File: config.mk
export PLATFORM = sky130hd
export DESIGN_NAME = pgm_tx_sched
export DESIGN_NICKNAME = d
export VERILOG_FILES = /design/src/rtl/pgm_tx_sched.sv
export SDC_FILE = /design/constraint.sdc
export NUM_CORES = 1
export LEC_CHECK = 0
export CAP_MARGIN = 20
export CORE_ASPECT_RATIO = 0.75
export CORE_MARGIN = 10
export CORE_UTILIZATION = 35
export CTS_CLUSTER_DIAMETER = 40
export DETAILED_ROUTE_END_ITERATION = 8
export MAX_ROUTING_LAYER = met4
export SYNTH_ARGS = -nofsm -noshare
export SYNTH_HDL_FRONTEND = slang
export SYNTH_SLANG_ARGS = --single-unit
export TNS_END_PERCENT = 5
File: constraint.sdc
create_clock -name clk -period 13.5 [get_ports clk]
set_input_delay 3.375 -clock clk [delete_from_list [all_inputs] [get_ports clk]]
set_output_delay 3.375 -clock clk [all_outputs]
set_load 0.005 [all_outputs]
File: src/rtl/pgm_tx_sched.sv
// Transmit scheduler for the packet generator read path.
// A token bucket paces launches of generated packets towards the template reader, and every
// lat_interval-th launch can be flagged as a latency probe. The block stops on a run-time limit,
// on a packet-count limit, or when it is disabled. A launch that never sees pkt_done within
// TIMEOUT cycles raises a sticky error.
//
// Ports:
//   clk, rst_n           clock, asynchronous active-low reset
//   cfg_wr/cfg_rd        register write / read strobes
//   cfg_addr, cfg_wdata  register address and write data
//   cfg_rdata            read data, registered, valid the cycle after cfg_rd
//   sched_start          one-cycle launch pulse to the template reader
//   sched_probe          qualifies sched_start: the launched packet is a probe
//   pkt_done             reader finished the last word of the current packet
//   in_rd_alf            downstream almost-full, holds off new launches
//   sched_busy           high in every state except IDLE and FIN
//   sched_err            sticky launch-timeout flag, cleared by soft_rst
module pgm_tx_sched #(
  parameter logic [15:0] TIMEOUT = 16'd4096,
  parameter int unsigned TOK_W   = 24
) (
  input  logic        clk,
  input  logic        rst_n,
  input  logic        cfg_wr,
  input  logic        cfg_rd,
  input  logic [7:0]  cfg_addr,
  input  logic [31:0] cfg_wdata,
  output logic [31:0] cfg_rdata,
  output logic        sched_start,
  output logic        sched_probe,
  input  logic        pkt_done,
  input  logic        in_rd_alf,
  output logic        sched_busy,
  output logic        sched_err
);

  typedef enum logic [3:0] {
    StIdle   = 4'd0,
    StAccum  = 4'd1,
    StLaunch = 4'd2,
    StBusy   = 4'd3,
    StFin    = 4'd4
  } state_e;

  state_e state_q, state_d;

  // Configuration registers
  logic             enable_q, lat_en_q;
  logic [15:0]      rate_inc_q;
  logic [TOK_W-1:0] bucket_max_q;
  logic [10:0]      pkt_len_q;
  logic [15:0]      lat_interval_q;
  logic [31:0]      run_time_q, pkt_limit_q;

  // Run-time state
  logic [TOK_W-1:0] tokens_q, tokens_d;
  logic [31:0]      run_cnt_q, run_cnt_d;
  logic [31:0]      sent_q, sent_d;
  logic [31:0]      probe_cnt_q, probe_cnt_d;
  logic [15:0]      since_q, since_d;
  logic [15:0]      to_cnt_q, to_cnt_d;
  logic             err_q, err_d;
  logic             start_q, start_d;
  logic             probe_q, probe_d;
  logic [31:0]      rdata_q, rdata_d;

  logic             soft_rst;
  logic             stop;
  logic [TOK_W:0]   rate_ext, len_ext, tok_sum, tok_net;
  logic [TOK_W-1:0] tok_sat;
  logic [31:0]      run_inc;

  assign soft_rst = cfg_wr && (cfg_addr == 8'h00) && cfg_wdata[1];

  assign stop = ((run_time_q != 32'd0) && (run_cnt_q >= run_time_q)) ||
                ((pkt_limit_q != 32'd0) && (sent_q >= pkt_limit_q)) ||
                !enable_q;

  // Token arithmetic is one bit wider than the bucket so the add cannot wrap before saturation.
  assign rate_ext = {{(TOK_W - 15){1'b0}}, rate_inc_q};
  assign len_ext  = {{(TOK_W - 10){1'b0}}, pkt_len_q};
  assign tok_sum  = {1'b0, tokens_q} + rate_ext;
  assign run_inc  = (run_cnt_q == 32'hFFFF_FFFF) ? run_cnt_q : run_cnt_q + 32'd1;

  always_comb begin
    tok_net = tok_sum;
    // Clamp at zero in case bucket_max was lowered under a pending launch.
    if (state_q == StLaunch) begin
      tok_net = (tok_sum >= len_ext) ? (tok_sum - len_ext) : '0;
    end
    tok_sat = (tok_net > {1'b0, bucket_max_q}) ? bucket_max_q : tok_net[TOK_W-1:0];
  end

  always_comb begin
    state_d     = state_q;
    tokens_d    = tokens_q;
    run_cnt_d   = run_cnt_q;
    sent_d      = sent_q;
    probe_cnt_d = probe_cnt_q;
    since_d     = since_q;
    to_cnt_d    = to_cnt_q;
    err_d       = err_q;

    case (state_q)
      StIdle: begin
        tokens_d    = '0;
        run_cnt_d   = '0;
        sent_d      = '0;
        probe_cnt_d = '0;
        since_d     = '0;
        to_cnt_d    = '0;
        if (enable_q && (pkt_len_q != 11'd0)) state_d = StAccum;
      end
      StAccum: begin
        tokens_d  = tok_sat;
        run_cnt_d = run_inc;
        to_cnt_d  = '0;
        if (stop) begin
          state_d = StFin;
        end else if ((tokens_q >= len_ext[TOK_W-1:0]) && !in_rd_alf) begin
          state_d = StLaunch;
        end
      end
      StLaunch: begin
        tokens_d  = tok_sat;
        run_cnt_d = run_inc;
        sent_d    = sent_q + 32'd1;
        // The timeout counter measures cycles since the launch cycle itself.
        to_cnt_d  = to_cnt_q + 16'd1;
        if (probe_q) begin
          since_d     = '0;
          probe_cnt_d = probe_cnt_q + 32'd1;
        end else begin
          since_d = since_q + 16'd1;
        end
        state_d = StBusy;
      end
      StBusy: begin
        tokens_d  = tok_sat;
        run_cnt_d = run_inc;
        to_cnt_d  = to_cnt_q + 16'd1;
        if (pkt_done) begin
          state_d = StAccum;
        end else if (to_cnt_q >= TIMEOUT - 16'd1) begin
          err_d   = 1'b1;
          state_d = StFin;
        end
      end
      StFin: begin
        state_d = StFin;
      end
      default: begin
        state_d = StIdle;
      end
    endcase

    if (soft_rst) begin
      state_d = StIdle;
      err_d   = 1'b0;
    end

    // Launch outputs are registered, so they are computed from the next state.
    start_d = (state_d == StLaunch);
    probe_d = start_d && lat_en_q && (lat_interval_q != 16'd0) && (since_q == lat_interval_q);
  end

  always_comb begin
    rdata_d = 32'hFFFF_FFFF;
    case (cfg_addr)
      8'h00:   rdata_d = {29'd0, lat_en_q, 1'b0, enable_q};
      8'h01:   rdata_d = {16'd0, rate_inc_q};
      8'h02:   rdata_d = {{(32 - TOK_W){1'b0}}, bucket_max_q};
      8'h03:   rdata_d = {21'd0, pkt_len_q};
      8'h04:   rdata_d = {16'd0, lat_interval_q};
      8'h05:   rdata_d = run_time_q;
      8'h06:   rdata_d = pkt_limit_q;
      8'h10:   rdata_d = {27'd0, err_q, state_q};
      8'h11:   rdata_d = sent_q;
      8'h12:   rdata_d = probe_cnt_q;
      8'h13:   rdata_d = {{(32 - TOK_W){1'b0}}, tokens_q};
      8'h14:   rdata_d = run_cnt_q;
      default: rdata_d = 32'hFFFF_FFFF;
    endcase
  end

  always_ff @(posedge clk or negedge rst_n) begin
    if (!rst_n) begin
      enable_q       <= 1'b0;
      lat_en_q       <= 1'b0;
      rate_inc_q     <= '0;
      bucket_max_q   <= '0;
      pkt_len_q      <= '0;
      lat_interval_q <= '0;
      run_time_q     <= '0;
      pkt_limit_q    <= '0;
    end else if (cfg_wr) begin
      case (cfg_addr)
        8'h00: begin
          // soft_rst leaves the block disabled so it rests in IDLE afterwards.
          enable_q <= cfg_wdata[0] & ~cfg_wdata[1];
          lat_en_q <= cfg_wdata[2] & ~cfg_wdata[1];
        end
        8'h01: rate_inc_q   <= cfg_wdata[15:0];
        8'h02: bucket_max_q <= cfg_wdata[TOK_W-1:0];
        8'h03: begin
          if (state_q == StIdle) pkt_len_q <= cfg_wdata[10:0];
        end
        8'h04: lat_interval_q <= cfg_wdata[15:0];
        8'h05: run_time_q     <= cfg_wdata;
        8'h06: pkt_limit_q    <= cfg_wdata;
        default: ;
      endcase
    end
  end

  always_ff @(posedge clk or negedge rst_n) begin
    if (!rst_n) begin
      state_q     <= StIdle;
      tokens_q    <= '0;
      run_cnt_q   <= '0;
      sent_q      <= '0;
      probe_cnt_q <= '0;
      since_q     <= '0;
      to_cnt_q    <= '0;
      err_q       <= 1'b0;
      start_q     <= 1'b0;
      probe_q     <= 1'b0;
      rdata_q     <= '0;
    end else begin
      state_q     <= state_d;
      tokens_q    <= tokens_d;
      run_cnt_q   <= run_cnt_d;
      sent_q      <= sent_d;
      probe_cnt_q <= probe_cnt_d;
      since_q     <= since_d;
      to_cnt_q    <= to_cnt_d;
      err_q       <= err_d;
      start_q     <= start_d;
      probe_q     <= probe_d;
      if (cfg_rd) rdata_q <= rdata_d;
    end
  end

  assign cfg_rdata   = rdata_q;
  assign sched_start = start_q;
  assign sched_probe = probe_q;
  assign sched_err   = err_q;
  assign sched_busy  = (state_q != StIdle) && (state_q != StFin);

endmodule

# Word level (Yosys, flattened, before mapping)
# Cells that the tools add are included.
[classes]
addsub = 7
order_cmp = 6
eq_ne = 22
muxes = 24
bitwise = 3
n_reduce_logical = 39
[op_table]
columns = ["operator", "n"]
rows = [
  ["32-bit case mux with 12 select lines", 1],
  ["32-bit case mux with 2 select lines", 3],
  ["32-bit by 1-bit adder with 32-bit output (second input constant)", 3],
  ["32-bit >= comparator", 2],
  ["32-bit 2-to-1 mux", 2],
  ["16-bit case mux with 2 select lines", 2],
  ["32-bit nonzero test", 2],
  ["25-bit 2-to-1 mux", 2],
  ["24-bit case mux with 2 select lines", 1],
  ["8-bit by 5-bit equality test with 1-bit output (second input constant)", 5],
  ["16-bit by 1-bit adder with 16-bit output (second input constant)", 2],
  ["32-bit equality test (second input constant)", 1],
  ["24-bit by 16-bit adder with 25-bit output", 1],
  ["25-bit by 11-bit >= comparator with 1-bit output", 1],
  ["25-bit by 24-bit > comparator with 1-bit output", 1],
  ["25-bit by 11-bit subtractor with 25-bit output", 1],
  ["8-bit by 3-bit equality test with 1-bit output (second input constant)", 3],
  ["24-bit by 11-bit >= comparator with 1-bit output", 1],
  ["24-bit 2-to-1 mux", 1],
  ["4-bit 2-to-1 mux", 6],
  ["4-bit case mux with 5 select lines", 1],
  ["16-bit equality test", 1],
  ["8-bit by 2-bit equality test with 1-bit output (second input constant)", 2],
  ["16-bit by 12-bit >= comparator with 1-bit output (second input constant)", 1],
  ["24 further kinds", 55],
]
[word_totals]
reg_bits = 324
inputBits = 46
output_inout_bits = 36
elab_cells = 120

# Logic depth before layout (Yosys ltp)
[logic_depth]
ltp_word = 11
depth_mapped = 33
mapped_depth_nobuf = 31

# Worst setup path before layout
# No wires, ideal clock.
[synth_path]
path_type = "register -> register"
start = "register tokens_q[0]"
end = "register tokens_q[0]"
setup_time_ns = 0.124
arrival_time_ns = 5.906
t_required_ns = 13.376
slack_ns = 7.470
path_stages_with_launch = 31
n_path_buf = 1
period_less_slack_ns = 6.030
path_cell_list = "dfrtp_1 -> ha_1 -> inv_1 -> fa_1 -> nand2b_1 -> a21oi_1 -> nor2_1 -> xnor2_1 -> ha_1 -> or2_2 -> a21oi_1 -> a31oi_1 -> a41o_1 -> nor4_1 -> nor2b_1 -> nand3_1 -> xor2_1 -> a21oi_1 -> ha_1 -> a21o_1 -> a21o_1 -> a21o_1 -> a21o_1 -> a21oi_1 -> nor2_1 -> a21oi_1 -> o21ai_0 -> a211o_1 -> buf_6 -> and3_4 -> a211o_1"
[synth_via]
elab_chain_cells = 7
elab_cells_between_ends = 8
classes_between = "add/sub: 2; order compare: 2; mux: 4"
[synth_rtl]
columns = ["item", "line", "source"]
rows = [
  ["start: declaration", "56", "logic [TOK_W-1:0] tokens_q, tokens_d;"],
  ["start signal: assignment", "231", "tokens_q <= tokens_d;"],
  ["24-bit by 16-bit adder with 25-bit output (*)", "82", "assign tok_sum = {1'b0, tokens_q} + rate_ext;"],
  ["25-bit by 11-bit subtractor with 25-bit output / 25-bit by 11-bit >= comparator with 1-bit output (equally long branches)", "89", "tok_net = (tok_sum >= len_ext) ? (tok_sum - len_ext) : '0;"],
  ["25-bit 2-to-1 mux", "89", ""],
  ["25-bit 2-to-1 mux (*)", "88", "if (state_q == StLaunch) begin"],
  ["25-bit by 24-bit > comparator with 1-bit output", "91", "tok_sat = (tok_net > {1'b0, bucket_max_q}) ? bucket_max_q : tok_net[TOK_W-1:0];"],
  ["24-bit 2-to-1 mux (*)", "91", ""],
  ["24-bit case mux with 2 select lines (*)", "104", "case (state_q)"],
]
# Mark *: on every way between the ends. The rest lies on a longest branch, timed or not.
# A chain may end at the register's enable or synchronous reset.

# Worst setup path after layout
# Same ends and word-level chain as after synthesis.

==> results_tabular.tex <==
\begin{tabular}{lr}
\hline
Metric & Value \\
\hline
\multicolumn{2}{l}{\textbf{Outcome}} \\
Outcome & finished, final reports clean \\
\multicolumn{2}{l}{\textbf{Timing}} \\
Time the worst path needs with I/O delays and setup & 7.06 ns \\
Final cycle utilization of the critical path & 0.523 \\
Final worst clock skew & 0.0302 ns \\
Setup TNS Final & 0 ns \\
Max\_slew headroom & 0.285 \\
Number of failing setup endpoints in the final timing report & 0 \\
Final count of hold timing violations & 0 \\
Number of slew-limit violations in the final report & 0 \\
Transition time at the pin with the least slew margin & 1.06 ns \\
Unrepaired setup endpoints after global routing & no \\
Max frequency & 0.142 GHz \\
\multicolumn{2}{l}{\textbf{Global routing}} \\
Largest net degree at the start of global routing & 170 \\
Global-route wire length before repair & 108 mm \\
Final global-route overflow total & 0 \\
Total track usage & 0.212 \\
Number of antenna violations at the first check in global routing & 1 \\
Via count of the first global-routing pass & 17000 \\
\multicolumn{2}{l}{\textbf{Clock tree}} \\
Quantity of gates resized following cts & 0 \\
Count of hold-fix buffers inserted at cts & 0 \\
\# H-tree levels & 2 \\
Clock root cell & sky130\_fd\_sc\_hd\_\_clkbuf\_16 \\
Clock Sinks & 324 \\
Post-CTS Repair Setup Buffers & 0 \\
Clock insertion delay at the later pin of the skew report & 0.57 ns \\
Post-CTS clock slew at the launch and capture registers of the worst setup and hold paths & 0.06 ns \\
Maximum clock path buffer count & 3 \\
TritonCTS clock tree & done \\
Number of buffers inserted during clock tree synthesis & 41 \\
\multicolumn{2}{l}{\textbf{Floorplanning}} \\
Row Count & 75 \\
Core footprint & 0.0564 mm² \\
Overall die area & 0.0675 mm² \\
Die H & 228 µm \\
Top-Level Pins & 82 \\
Starting Density & 0.356 \\
Die span in x & 297 µm \\
\multicolumn{2}{l}{\textbf{Logic synthesis}} \\
Yosys Warn Count & 0 \\
Mean instance size in the synthesized netlist & 9.38 µm² \\
Post-synth cell types & 80 \\
Fraction of synthesized cell area taken by the top area cell type & 0.403 \\
Largest cells by area after synthesis & sky130\_fd\_sc\_hd\_\_dfrtp\_1 40\%, sky130\_fd\_sc\_hd\_\_ha\_1 8.2\%, sky130\_fd\_sc\_hd\_\_mux2\_2 6.3\%, sky130\_fd\_sc\_hd\_\_nand2\_1 3.7\%, sky130\_fd\_sc\_hd\_\_o21ai\_0 3.6\% \\
Most instantiated flip-flop cell in the synthesis netlist & sky130\_fd\_sc\_hd\_\_dfrtp\_1 \\
Top cell types by occurrence after synthesis & 324 x sky130\_fd\_sc\_hd\_\_dfrtp\_1, 199 x sky130\_fd\_sc\_hd\_\_nand2\_1, 165 x sky130\_fd\_sc\_hd\_\_nor2\_1, 143 x sky130\_fd\_sc\_hd\_\_o21ai\_0, 131 x sky130\_fd\_sc\_hd\_\_ha\_1 \\
Portion of the post-synthesis area used by sequential elements & 0.403 \\
Largest area contributor in the synthesized netlist & sky130\_fd\_sc\_hd\_\_dfrtp\_1 \\
Number of flops mapped to enable cells by yosys & 0 \\
Share of async-settable or async-resettable flops after synthesis & 1.00 \\
Top-count cell post-synth & sky130\_fd\_sc\_hd\_\_dfrtp\_1 \\
Number of nets produced by synthesis & 2322 \\
Synthesized instance count & 2143 \\
Flop and latch count out of synthesis & 324 \\
Post-synth design cell area & 0.0201 mm² \\
\multicolumn{2}{l}{\textbf{Drt}} \\
Via total after detailed routing & 17800 \\
Antenna-violating nets left & 0 \\
Total routed wirelength & 71.4 mm \\
Remaining DRCs & 0 \\
Vias per cell & 5.92 \\
Wire length per cell after detailed routing & 23.8 µm \\
DRC violation total after the first TritonRoute iteration & 2254 \\
Number of optimization iterations in the first detailed-route pass & 6 \\
\multicolumn{2}{l}{\textbf{Setup path}} \\
Biggest cell delay along the critical path & 0.40 ns \\
Type of element launching the critical path & register \\
Slowest stage cell, crit path & sky130\_fd\_sc\_hd\_\_fa\_1 \\
Most frequent cell on the critical path & sky130\_fd\_sc\_hd\_\_a21oi\_1 \\
Required time of the critical path & 13.96 ns \\
CP Capture Type & register \\
Worst path arrival time & 7.52 ns \\
Start-to-end type of the worst setup path & reg2reg \\
Max Fanout on Critical Path & 27 \\
\multicolumn{2}{l}{\textbf{Final layout}} \\
\# nets final & 2381 \\
Number of inserted filler cells in the final layout & 5491 \\
Post-Route Utilization & 0.411 \\
Share of final-layout standard cells stronger than drive strength 1 & 0.111 \\
Layout overhead on the synthesized area & 15.3\% \\
\multicolumn{2}{l}{\textbf{Power}} \\
Pwr/cell area & 104 mW/mm² \\
Worst IR Drop VDD & 0.0000938 V \\
Pleak & 10.1 nW \\
\multicolumn{2}{l}{\textbf{Place}} \\
RD Place Congestion & 0.969 \\
Number of port buffers & 81 \\
Half-perimeter wire length after detailed placement & 53.5 mm \\
\multicolumn{2}{l}{\textbf{Hold path}} \\
Path class of the lowest-slack min-delay path & reg2reg \\
\multicolumn{2}{l}{\textbf{Job}} \\
Reported max-cap violation count & 0 \\
\hline
\end{tabular}
[metal layers]
metal	part of all wire	vias to the layer above	track usage
li1	-	7993	-
met1	0.46	8855	0.297
met2	0.42	845	0.303
met3	0.10	112	0.0543
met4	0.022	0	0.0473
met5	0	-	-
[stage by stage]
stage | hold WS [ns] | power, mW | setup WS, ns | std cells | area [µm²]
after floorplan | 0.466 | 1.18 | 7.47 | 2143 | 20100
after global placement | 0.483 | 1.29 | 6.63 | 2928 | 21700
after detailed placement | 0.500 | 1.29 | 6.60 | 2928 | 21700
after CTS | 0.512 | 2.42 | 6.56 | 3003 | 23100
after global routing | 0.546 | 2.50 | 5.93 | 3005 | 23200
final | 0.512 | 2.41 | 6.44 | 3006 | 23200
[state kept, by name (all words and copies together), names as in the netlist, 4 cells and up]
name,count
run_cnt_q,32
to_cnt_q,16
pkt_limit_q,32
state_q,4
sent_q,32
cfg_rdata,32
bucket_max_q,24
tokens_q,24
since_q,16
rate_inc_q,16
run_time_q,32
probe_cnt_q,32
lat_interval_q,16
pkt_len_q,11
[report_power, final]
group / leakage (nW) / switching, mW / total, mW / internal [mW]
clock network: 0.677 / 0.469 / 1.13 / 0.659
registers: 4.30 / 0.0388 / 1.03 / 0.993
logic: 5.09 / 0.153 / 0.251 / 0.0981
total: 10.1 / 0.661 / 2.41 / 1.75
[worst paths after layout]
kind	to	cells past startpoint	from	slack [ns]
max reg2reg	tokens_q[0]$_DFFE_PN0P_	31	tokens_q[0]$_DFFE_PN0P_	6.44
min	to_cnt_q[1]$_DFFE_PN0P_	2	to_cnt_q[1]$_DFFE_PN0P_	0.51
min in group asynchronous	to_cnt_q[4]$_DFFE_PN0P_	1	rst_n	2.84
max in group asynchronous	cfg_rdata[22]$_DFFE_PN0P_	2	rst_n	9.18
min reg2reg	to_cnt_q[1]$_DFFE_PN0P_	2	to_cnt_q[1]$_DFFE_PN0P_	0.51
max	tokens_q[0]$_DFFE_PN0P_	31	tokens_q[0]$_DFFE_PN0P_	6.44
[worst max-delay path: cells and delay by family (launching register included)]
family	cells	cell delay, ns
AO/OA/AOI/OAI	14	2.77
AND/OR/NAND/NOR	8	1.55
adder cells (fa/ha/maj)	4	1.24
buffers and inverters	3	0.54
XOR/XNOR	2	0.41
flip-flops	1	0.39
[cell type report]
| cell class | instances | area (µm²) | area share |
|---|---|---|---|
| Tap cell | 770 | 963 | 0.0416 |
| Antenna cell | 2 | 5.00 | 0.000216 |
| Timing Repair Buffer | 111 | 1070 | 0.0461 |
| Clock buffer | 53 | 1120 | 0.0484 |
| Inverter | 129 | 484 | 0.0209 |
| Multi-Input combinational cell | 1595 | 11100 | 0.481 |
| Sequential cell | 324 | 8110 | 0.350 |
| Clock inverter | 22 | 275 | 0.0119 |
[layout by cell type, fill, tap and decap left out, types with 28 or more instances in the layout]
master / netlist / final
sky130_fd_sc_hd__dfrtp_1: 324 / 324
sky130_fd_sc_hd__nand2_1: 199 / 199
sky130_fd_sc_hd__nor2_1: 165 / 159
sky130_fd_sc_hd__o21ai_0: 143 / 142
sky130_fd_sc_hd__ha_1: 131 / 131
sky130_fd_sc_hd__inv_1: 129 / 129
sky130_fd_sc_hd__mux2_2: 113 / 113
sky130_fd_sc_hd__a21oi_1: 92 / 92
sky130_fd_sc_hd__clkdlybuf4s50_1: 0 / 79
sky130_fd_sc_hd__nand3_1: 77 / 77
sky130_fd_sc_hd__xnor2_1: 59 / 59
sky130_fd_sc_hd__nand4_1: 53 / 53
sky130_fd_sc_hd__a221oi_1: 53 / 53
sky130_fd_sc_hd__xor2_1: 44 / 44
sky130_fd_sc_hd__clkbuf_16: 0 / 41
sky130_fd_sc_hd__and3_1: 37 / 37
sky130_fd_sc_hd__mux2i_1: 35 / 35
sky130_fd_sc_hd__a21o_1: 32 / 32
sky130_fd_sc_hd__nor4_1: 29 / 29
sky130_fd_sc_hd__buf_4: 0 / 28
[logic make-up after synthesis]
| kind of cell | count (synthesis) | synth area share |
|---|---|---|
| xor gates and xnor gates | 104 | 0.0457 |
| adders and majority gates | 134 | 0.0840 |
| and+or+nand+nor | 694 | 0.170 |
| muxes | 148 | 0.0807 |
| other | 1 | 0.000187 |
| DFF | 324 | 0.403 |
| buffers and inverters | 224 | 0.0439 |
| AOI/OAI and AO/OA | 514 | 0.172 |
Note: power is estimated with default switching activity, not from simulation.
